`config.mk`:
```
export PLATFORM = sky130hd
export DESIGN_NAME = stack_unit
export DESIGN_NICKNAME = d
export VERILOG_FILES = /design/src/rtl/stack_unit.sv
export SDC_FILE = /design/constraint.sdc
export NUM_CORES = 1
export LEC_CHECK = 0
export CORE_AREA = 2 2 125 127
export DETAILED_ROUTE_END_ITERATION = 10
export DIE_AREA = 0 0 127 129
export GPL_TIMING_DRIVEN = 0
export REMOVE_ABC_BUFFERS = 1
export SLEW_MARGIN = 20
export SYNTH_ARGS = -nofsm -noshare
export SYNTH_HDL_FRONTEND = slang
export SYNTH_SLANG_ARGS = --single-unit
```
`constraint.sdc`:
```
create_clock -name clk -period 3.1 [get_ports clk]
set_input_delay 0.62 -clock clk [delete_from_list [all_inputs] [get_ports clk]]
set_output_delay 0.62 -clock clk [all_outputs]
set_load 0.02 [all_outputs]
```
`src/rtl/stack_unit.sv`:
```
// rtl/stack_unit.sv - hardware stack engine: multi-byte push/pull against a paged stack in memory
//
// Ports:
//   clk, resetn          clock and synchronous active-low reset
//   start, op, count     transaction request (op 0 = push, 1 = pull), count bytes 1..MAX_BYTES
//   push_data            bytes to push, byte 0 in the low lane and pushed first
//   sp_load, sp_load_val load S directly (TXS), only honoured in IDLE
//   rd_data              memory read data, valid the cycle after address
//   address, wr_data,    registered memory interface
//   wr_enable
//   busy, done           transaction in progress / one-cycle completion pulse
//   pull_data            pulled bytes, byte i is the i-th byte pulled
//   sp, sp_wrap          current S and sticky wrap flag for the current/last transaction
module stack_unit #(
    parameter int DATA_W = 8,
    parameter int ADDR_W = 16,
    parameter int SP_W = 8,
    parameter logic [ADDR_W-1:0] STACK_PAGE = 16'h0100,
    parameter int MAX_BYTES = 3,
    localparam int CNT_W = $clog2(MAX_BYTES + 1)
) (
    input  logic                          clk,
    input  logic                          resetn,
    input  logic                          start,
    input  logic                          op,
    input  logic [CNT_W-1:0]              count,
    input  logic [MAX_BYTES*DATA_W-1:0]   push_data,
    input  logic                          sp_load,
    input  logic [SP_W-1:0]               sp_load_val,
    input  logic [DATA_W-1:0]             rd_data,
    output logic [ADDR_W-1:0]             address,
    output logic [DATA_W-1:0]             wr_data,
    output logic                          wr_enable,
    output logic                          busy,
    output logic                          done,
    output logic [MAX_BYTES*DATA_W-1:0]   pull_data,
    output logic [SP_W-1:0]               sp,
    output logic                          sp_wrap
);

    localparam logic [1:0] ST_IDLE = 2'd0;
    localparam logic [1:0] ST_PUSH = 2'd1;
    localparam logic [1:0] ST_PULL = 2'd2;
    localparam logic [1:0] ST_DONE = 2'd3;

    localparam logic [CNT_W-1:0] MAX_CNT = CNT_W'(MAX_BYTES);
    localparam logic [CNT_W-1:0] ONE_CNT = CNT_W'(1);

    logic [1:0]                state;
    logic [SP_W-1:0]           s;
    logic [CNT_W-1:0]          idx;      // number of bytes already issued
    logic [CNT_W-1:0]          cnt_q;
    logic [MAX_BYTES*DATA_W-1:0] push_q;

    logic [SP_W-1:0] s_dec;
    logic [SP_W-1:0] s_inc;
    logic            start_ok;

    assign s_dec    = s - 1'b1;
    assign s_inc    = s + 1'b1;
    assign start_ok = start && !sp_load && (count != '0) && (count <= MAX_CNT);

    assign busy = (state != ST_IDLE);
    assign done = (state == ST_DONE);
    assign sp   = s;

    function automatic logic [ADDR_W-1:0] stack_addr(input logic [SP_W-1:0] v);
        return STACK_PAGE | {{(ADDR_W-SP_W){1'b0}}, v};
    endfunction

    always_ff @(posedge clk) begin
        if (!resetn) begin
            state     <= ST_IDLE;
            s         <= '1;
            idx       <= '0;
            cnt_q     <= '0;
            push_q    <= '0;
            address   <= '0;
            wr_data   <= '0;
            wr_enable <= 1'b0;
            pull_data <= '0;
            sp_wrap   <= 1'b0;
        end else begin
            case (state)
                ST_IDLE: begin
                    if (sp_load) begin
                        s <= sp_load_val;
                    end else if (start_ok) begin
                        // The accepting edge already issues the first access.
                        cnt_q     <= count;
                        push_q    <= push_data;
                        pull_data <= '0;
                        idx       <= ONE_CNT;
                        if (!op) begin
                            address   <= stack_addr(s);
                            wr_data   <= push_data[DATA_W-1:0];
                            wr_enable <= 1'b1;
                            s         <= s_dec;
                            sp_wrap   <= (s == '0);
                            state     <= ST_PUSH;
                        end else begin
                            address   <= stack_addr(s_inc);
                            s         <= s_inc;
                            sp_wrap   <= (s == '1);
                            state     <= ST_PULL;
                        end
                    end
                end
                ST_PUSH: begin
                    if (idx < cnt_q) begin
                        address <= stack_addr(s);
                        wr_data <= push_q[int'(idx)*DATA_W +: DATA_W];
                        s       <= s_dec;
                        idx     <= idx + ONE_CNT;
                        if (s == '0) sp_wrap <= 1'b1;
                    end else begin
                        wr_enable <= 1'b0;
                        state     <= ST_DONE;
                    end
                end
                ST_PULL: begin
                    // Data for the previously issued address arrives now.
                    pull_data[(int'(idx)-1)*DATA_W +: DATA_W] <= rd_data;
                    if (idx < cnt_q) begin
                        address <= stack_addr(s_inc);
                        s       <= s_inc;
                        idx     <= idx + ONE_CNT;
                        if (s == '1) sp_wrap <= 1'b1;
                    end else begin
                        state <= ST_DONE;
                    end
                end
                default: begin
                    state <= ST_IDLE;
                end
            endcase
        end
    end

endmodule

```
==> results of run 1 <==
per-stage QoR:
step,power [mW],worst slack [ns],hold WS [ns],util,cells
2_1_floorplan,2.99,0.461,0.436,-,544
3_3_place_gp,3.74,-0.327,0.442,0.364,831
3_5_place_dp,3.80,-0.339,0.445,0.365,832
4_1_cts,4.85,0.0414,0.453,0.384,848
5_1_grt,5.18,0.107,0.471,0.385,848
6_report,4.85,0.297,0.447,0.385,848
logic make-up (layout without fill, tap and decap cells):
logic type / count (synthesis) / count (layout) / synth area share
other: 1 / 7 / 0.000850
AND/OR/NAND/NOR: 234 / 234 / 0.242
flip-flops: 81 / 81 / 0.368
adder cells (fa/ha/maj): 13 / 13 / 0.0369
multiplexers: 15 / 15 / 0.0340
buffers and inverters: 63 / 133 / 0.0630
XOR/XNOR: 7 / 7 / 0.0139
AO/OA/AOI/OAI: 170 / 170 / 0.242
worst max-delay path, cell delays in order:
cell and delay, ns:
clkdlybuf4s50_1 0.76, o21ai_1 0.60, o211ai_1 0.47, or3_1 0.49
a21oi_1 0.12
registers in the layout, indices dropped and copies added (netlist names):
name / cells
pull_data: 24
push_q: 24
address: 9
sp: 8
wr_data: 8
cnt_q: 2
idx: 2
state: 2
sp_wrap: 1
wr_enable: 1
per-layer routing:
layer	GRT usage	up-vias	wire, microns
met2	0.249	135	6090
met5	0	-	0
met4	0.0860	0	380
met1	0.198	2097	5940
li1	-	2197	-
met3	0.0295	29	623
power groups by stage:
stage / combinational, mW / clock, mW / sequential (mW)
after global placement: 2.30 / 0 / 1.44
after floorplan: 1.46 / 0 / 1.52
after CTS: 2.37 / 1.06 / 1.42
final: 2.40 / 1.02 / 1.43
after global routing: 2.64 / 1.09 / 1.46
after detailed placement: 2.35 / 0 / 1.45
path summary, 6_finish.rpt:
check / from / endpoint / slack, ns / depth (start not counted)
max: sp_load / address[6] / 0.30 / 5
min: pull_data[22] / pull_data[22] / 0.45 / 2
max reg2reg: idx[0] / pull_data[11] / 0.35 / 6
min reg2reg: pull_data[22] / pull_data[22] / 0.45 / 2
Yosys cell counts (2+ instances only):
master	n	area (sq um)
and4_1	2	17.5
xnor2_1	3	26.3
ha_1	13	163
nand3_1	38	190
or3_1	5	31.3
o31ai_1	4	30.0
nor3_1	10	50.1
a211oi_1	5	37.5
a22oi_1	2	15.0
dfxtp_1	81	1620
buf_2	12	60.1
and3_1	3	18.8
nor4_1	5	31.3
a21oi_1	87	435
o221ai_1	9	78.8
and2_1	4	25.0
nand2b_1	13	81.3
a221oi_1	5	43.8
o21ai_1	3	15.0
a211o_1	2	17.5
or2_2	2	12.5
inv_1	15	56.3
nor2_1	28	105
a32o_1	2	20.0
a31oi_1	3	18.8
nand2_1	115	432
o21ai_0	13	65.1
o211a_1	3	30.0
o211ai_1	17	128
a21o_1	2	15.0
nor2b_1	3	18.8
xor2_1	4	35.0
mux2i_1	15	150
buf_1	2	7.51
o21a_1	3	22.5
nor3b_1	2	15.0
clkbuf_1	25	93.8
buf_4	7	52.6
cell type report:
cell class	instances	area [sq um]
fillers	1562	9210
multi-input cells	446	2560
flip-flops and latches	81	1620
repair buffers	100	1010
clock buffers	11	243
well taps	188	235
inverters	17	66.3
clock inverters	5	38.8
==> flow_summary.yaml, run 1 <==
timing:
  maxSlewViolCount: 0
  min_period_ns: 2.80
  clock_skew_ns: 0.00727
  fin_tns_setup_ns: 0
  hold_viol: 0
  fin_crit_sh: 0.904
  relSlewSlack: 0.340
  setup_viol: 0
  rsz0062_at_grt: "no"
  worstMarginPinSlew_ns: 0.990
  fmax_ghz: 0.357
clocking:
  cts_tree: "yes"
  path_clk_slew_ns: 0.06
  insertion_delay_ns: 0.34
  cts-root-buf: "clkbuf_16"
  cts_resized: 1
  holdBufCountCts: 0
  cts-buffers-inserted: 9
  clkSinkCount: 81
  htree_levels: 3
  postCtsSetupRepairBufs: 0
  ctsLongestPathBuffers: 2
setup_path:
  endpoint_kind: "flip-flop"
  cp-start-kind: "primary input"
  critPathMaxFanout: 17
  critical_path_required_ns: 3.37
  worstSetupPathType: "in2reg"
  crit_arrival_ns: 3.07
logic_synthesis:
  yosys_warnings: 0
  seq_area_frac_synth: 0.368
  ys_ff_latch: 81
  synth-edff-count: 0
  synth.avg_cell_area_sq_um: 7.55
  synth_cells: 584
  synth_cell_types: 55
  synthArstFlopShare: 0
  synth_ff_type: "dfxtp_1"
  synth_area_sq_um: 4410
routing:
  vias: 4458
  drt_iter0_drc: 315
  first_pass_iters: 4
  totalWireLength_microns: 13000
  drtAntennaViolNets: 0
  drc_errors: 0
  routed_via_density: 5.26
  detail_route.wl_per_cell_microns: 15.4
global_routing:
  grt_max_degree: 73
  grt_overflow: 0
  gr-usage-all-layers: 0.156
  grt_pass1_vias: 4189
  grt_pass1_wl_microns: 20700
  antenna_found_initial: 0
final_layout:
  syn_to_final_growth_pct: 30.8
  nNetsFinal: 715
  diodes: 0
  design_area_sq_um: 5770
  drive_gt1_frac: 0.0485
  layout_common_cells: "nand2_1 (115), clkdlybuf4s50_1 (99), a21oi_1 (86)"
  layout_commonest_cell: "nand2_1"
placement:
  placed_area_sq_um: 5470
  globalplace.congestion: 0.858
  dp_hpwl_microns: 8980
  port_buffers: 99
power:
  switchingPower_mw: 2.16
  irDropWorstVdd_mv: 0.281
  p_comb_frac: 0.496
  p_leak_nw: 1.97
  switching_share: 0.445
  cellPowerDensity_nw_per_um2: 840
  p_int_mw: 2.69
  p_clk_frac: 0.210
  p_seq_frac: 0.295
die:
  start_util: 0.294
  rows: 45
  pin_count: 107
  dieHeight_microns: 129
  die_w_microns: 127
  die_area_sq_um: 16400
  core_area_sq_um: 15000
outcome:
  status: "complete, no violations"
job:
  cap_violations: 0
min_path:
  hold_path.class: "reg2reg"
Note: power is estimated with default switching activity, not from simulation.
==> inputs of run 2 (changes only) <==
--- a/config.mk
+++ b/config.mk
@@ -10,6 +10,7 @@
 export DIE_AREA = 0 0 127 129
 export GPL_TIMING_DRIVEN = 0
 export REMOVE_ABC_BUFFERS = 1
+export SKIP_CTS_REPAIR_TIMING = 1
 export SLEW_MARGIN = 20
 export SYNTH_ARGS = -nofsm -noshare
 export SYNTH_HDL_FRONTEND = slang
==> run 2 against run 1 <==
Against the previous run: register-to-register slack hardly changed; combinational power about the same; hold slack is essentially flat.
==> flow_summary.yaml, run 2 (same netlist as run 1, synthesis figures left out) <==
timing:
  worstMarginPinSlew_ns: 1.00
  relSlewSlack: 0.333
  min_period_ns: 2.81
  clock_skew_ns: 0.00729
  fin_crit_sh: 0.905
  rsz0062_at_grt: "no"
  maxSlewViolCount: 0
  hold_viol: 0
  fin_tns_setup_ns: 0
  setup_viol: 0
  fmax_ghz: 0.356
placement:
  port_buffers: 99
  placed_area_sq_um: 5470
  dp.cells: 832
  globalplace.congestion: 0.858
  dp_hpwl_microns: 8980
final_layout:
  design_area_sq_um: 5770
  layout_commonest_cell: "nand2_1"
  drive_gt1_frac: 0.0485
  finalNonFillerCells: 848
  nNetsFinal: 715
  fillers: 1562
  syn_to_final_growth_pct: 30.8
  largestRegisters: "pull_data x24, push_q x24, address x9"
  diodes: 0
  layout_common_cells: "nand2_1 (115), clkdlybuf4s50_1 (99), a21oi_1 (86)"
power:
  p_leak_nw: 1.97
  irDropWorstVdd_mv: 0.283
  power_mw: 4.85
  cellPowerDensity_nw_per_um2: 841
global_routing:
  gr-usage-all-layers: 0.156
  grt_pass1_wl_microns: 20700
  grt_pass1_vias: 4182
  antenna_found_initial: 0
  grt_max_degree: 73
  grt_overflow: 0
setup_path:
  crit_arrival_ns: 3.07
  endpoint_kind: "flip-flop"
  crit_chain: "clkdlybuf4s50_1, o21ai_1, o211ai_1, or3_1, a21oi_1"
  cpPeakStageDelay_ns: 0.77
  worstSetupPathType: "in2reg"
  critPathMaxFanout: 17
  crit_buf_inv: 1
  crit_family: "compound AO/OA/AOI/OAI gates"
  critPathSlowestCell: "clkdlybuf4s50_1"
  critical_path_required_ns: 3.37
  cp-start-kind: "primary input"
clocking:
  insertion_delay_ns: 0.35
  cts_tree: "yes"
  path_clk_slew_ns: 0.06
  cts-buffers-inserted: 9
  clkSinkCount: 81
  htree_levels: 3
  ctsLongestPathBuffers: 2
  cts-root-buf: "clkbuf_16"
routing:
  routed_via_density: 5.31
  drt_iter0_drc: 315
  detail_route.wl_per_cell_microns: 15.4
  drc_errors: 0
  first_pass_iters: 5
  vias: 4502
  totalWireLength_microns: 13100
  drtAntennaViolNets: 0
die:
  dieHeight_microns: 129
  start_util: 0.294
  pin_count: 107
  die_area_sq_um: 16400
  core_area_sq_um: 15000
  die_w_microns: 127
  rows: 45
job:
  cap_violations: 0
min_path:
  hold_path.class: "reg2reg"
outcome:
  status: "complete, no violations"
run 2: cell counts in the layout (fill, tap and decap cells not counted):
Identical to the previous run, type by type.
run 2: layout make-up:
type | count | area [sq um] | area share
clock buffer | 11 | 243 | 0.0421
timing repair buffer | 100 | 1010 | 0.174
inverter | 17 | 66.3 | 0.0115
sequential | 81 | 1620 | 0.281
multi-input combinational | 446 | 2560 | 0.443
tap | 188 | 235 | 0.0408
clock inverter | 5 | 38.8 | 0.00672
run 2: metal layers:
| layer | routed length [microns] | GRT usage |
|---|---|---|
| met1 | 5960 | 0.199 |
| met2 | 6080 | 0.248 |
| met3 | 663 | 0.0295 |
| met4 | 379 | 0.0860 |
| met5 | 0 | 0 |
run 2: worst paths after layout:
check	from	end	slack (ns)	cells past startpoint
setup / recovery	sp_load	address[6]	0.29	5
hold / removal	pull_data[22]	pull_data[22]	0.45	2
setup reg to reg	idx[0]	pull_data[11]	0.35	6
hold reg to reg	pull_data[22]	pull_data[22]	0.45	2
run 2: worst min-delay path: stages, from the launching register on:
cell and delay [ns]:
dfxtp_1 0.31, nand2_1 0.05, a21oi_1 0.05
run 2: per-stage QoR:
step	utilization	worst slack, ns	hold WS (ns)
after global placement	0.364	-0.327	0.442
after global routing	0.385	0.107	0.471
final	0.385	0.294	0.447
after detailed placement	0.365	-0.339	0.445
after floorplan	-	0.461	0.436
after CTS	0.384	-0.344	0.453
run 2: report_power, final:
part	switching [mW]	leakage, nW	total [mW]	internal (mW)
sequential	0.227	0.660	1.43	1.20
clock	0.450	0.136	1.02	0.569
combinational	1.49	1.17	2.40	0.917
total	2.16	1.97	4.85	2.69
==> inputs of run 3 (changes only) <==
--- a/config.mk
+++ b/config.mk
@@ -5,9 +5,9 @@
 export SDC_FILE = /design/constraint.sdc
 export NUM_CORES = 1
 export LEC_CHECK = 0
-export CORE_AREA = 2 2 125 127
+export CORE_AREA = 2 2 89 177
 export DETAILED_ROUTE_END_ITERATION = 10
-export DIE_AREA = 0 0 127 129
+export DIE_AREA = 0 0 91 179
 export GPL_TIMING_DRIVEN = 0
 export REMOVE_ABC_BUFFERS = 1
 export SKIP_CTS_REPAIR_TIMING = 1
==> run 3 against run 2 <==
Against the previous run: hold slack gained 0.0025 ns; sequential share of layout area shrank 0.18 points; combinational power shrank 2%; sequential cell count is the same; sequential power is essentially flat; wire length shrank 4.0%; design area grew 0.63%; register-to-register slack gained 0.04 ns; clock power grew 9%; highest routed layer unchanged.
==> flow_summary.yaml, run 3 (same netlist as run 1, synthesis figures left out) <==
power:
  p_leak_nw: 1.98
  p_comb_frac: 0.482
  irDropWorstVdd_mv: 0.389
  p_clk_frac: 0.228
  p_int_mw: 2.76
  cellPowerDensity_nw_per_um2: 842
  switchingPower_mw: 2.13
  p_seq_frac: 0.290
  switching_share: 0.436
timing:
  clock_skew_ns: 0.00683
  holdWs_ns: 0.449
  hold_viol: 0
  setup_viol: 0
  fmax_ghz: 0.364
  maxSlewViolCount: 0
  min_period_ns: 2.75
  relSlewSlack: 0.336
  worstMarginPinSlew_ns: 0.996
  fin_crit_sh: 0.887
  fin_tns_setup_ns: 0
  rsz0062_at_grt: "no"
clocking:
  path_clk_slew_ns: 0.07
  insertion_delay_ns: 0.34
  clkSinkCount: 81
  ctsLongestPathBuffers: 2
  htree_levels: 3
  cts_tree: "yes"
  cts-root-buf: "clkbuf_16"
  cts-buffers-inserted: 9
final_layout:
  nNetsFinal: 715
  seqCellArea_sq_um: 1620
  fillers: 1606
  drive_gt1_frac: 0.0500
  multiInputGateArea_sq_um: 2560
  syn_to_final_growth_pct: 31.6
  design_area_sq_um: 5810
  layout_commonest_cell: "nand2_1"
  diodes: 0
  layout_common_cells: "nand2_1 (115), clkdlybuf4s50_1 (99), a21oi_1 (86)"
  largestRegisters: "pull_data x24, push_q x24, address x9"
setup_path:
  startpoint: "sp_load"
  r2r-start: "idx[1]"
  critPathMaxFanout: 17
  r2r_setup_slack_ns: 0.39
  cpPeakStageDelay_ns: 0.76
  critPathSlowestCell: "clkdlybuf4s50_1"
  worstSetupPathType: "in2reg"
  endpoint_kind: "flip-flop"
  critical_path_required_ns: 3.37
  crit_arrival_ns: 3.02
  crit_family: "compound AO/OA/AOI/OAI gates"
  crit_chain: "clkdlybuf4s50_1, o21ai_1, o211ai_1, or3_1, a21oi_1"
  crit_buf_inv: 1
  cp-start-kind: "primary input"
routing:
  totalWireLength_microns: 12600
  drc_errors: 0
  detail_route.wl_per_cell_microns: 14.6
  drt_iter0_drc: 384
  routed_via_density: 5.12
  first_pass_iters: 4
  drtAntennaViolNets: 0
  vias: 4397
die:
  dieHeight_microns: 179
  die_area_sq_um: 16300
  rows: 64
  pin_count: 107
  start_util: 0.293
  core_area_sq_um: 15100
  die_w_microns: 91
global_routing:
  grt_overflow: 0
  gr-usage-all-layers: 0.150
  grt_pass1_wl_microns: 20200
  grt_pass1_vias: 4073
  grt_max_degree: 73
  antenna_found_initial: 0
min_path:
  holdCritStartpoint: "pull_data[21]"
  hold_path.class: "reg2reg"
placement:
  port_buffers: 99
  dp_hpwl_microns: 8680
  globalplace.congestion: 0.805
  placed_area_sq_um: 5490
job:
  cap_violations: 0
outcome:
  status: "complete, no violations"
run 3: layout make-up:
type                    count  area share
clock buffers               9      0.0388
inverters                  17      0.0114
multi-input cells         446       0.441
repair buffers            100       0.173
well taps                 198      0.0427
flip-flops and latches     81       0.280
clock inverters             7      0.0144
run 3: worst min-delay path, delay by kind of cell (launching register included):
| kind | cells | cell delay [ns] |
|---|---|---|
| flops | 1 | 0.31 |
| simple gates | 1 | 0.05 |
| compound gates | 1 | 0.05 |
run 3: power groups by stage:
| stage | sequential (mW) | combinational, mW | clock, mW |
|---|---|---|---|
| after detailed placement | 1.44 | 2.34 | 0 |
| after global placement | 1.44 | 2.30 | 0 |
| after CTS | 1.42 | 2.35 | 1.14 |
| final | 1.42 | 2.36 | 1.11 |
| after floorplan | 1.52 | 1.46 | 0 |
| after global routing | 1.45 | 2.62 | 1.19 |
run 3: stage by stage:
step	util	power, mW	worst slack (ns)	instances
after global placement	0.363	3.73	-0.334	841
final	0.386	4.89	0.350	858
after global routing	0.386	5.26	0.100	858
after detailed placement	0.365	3.78	-0.355	842
after CTS	0.385	4.91	-0.359	858
after floorplan	-	2.99	0.461	544
run 3: final timing paths:
check,endpoint,cells after the start
min,pull_data[21],2
max reg2reg,address[6],5
min reg2reg,pull_data[21],2
max,address[6],5
run 3: layer usage:
layer,vias up,global-route usage,part of all wire
li1,2203,-,-
met1,2041,0.194,0.45
met2,143,0.246,0.47
met3,10,0.0395,0.067
met4,0,0.0423,0.010
met5,-,0,0
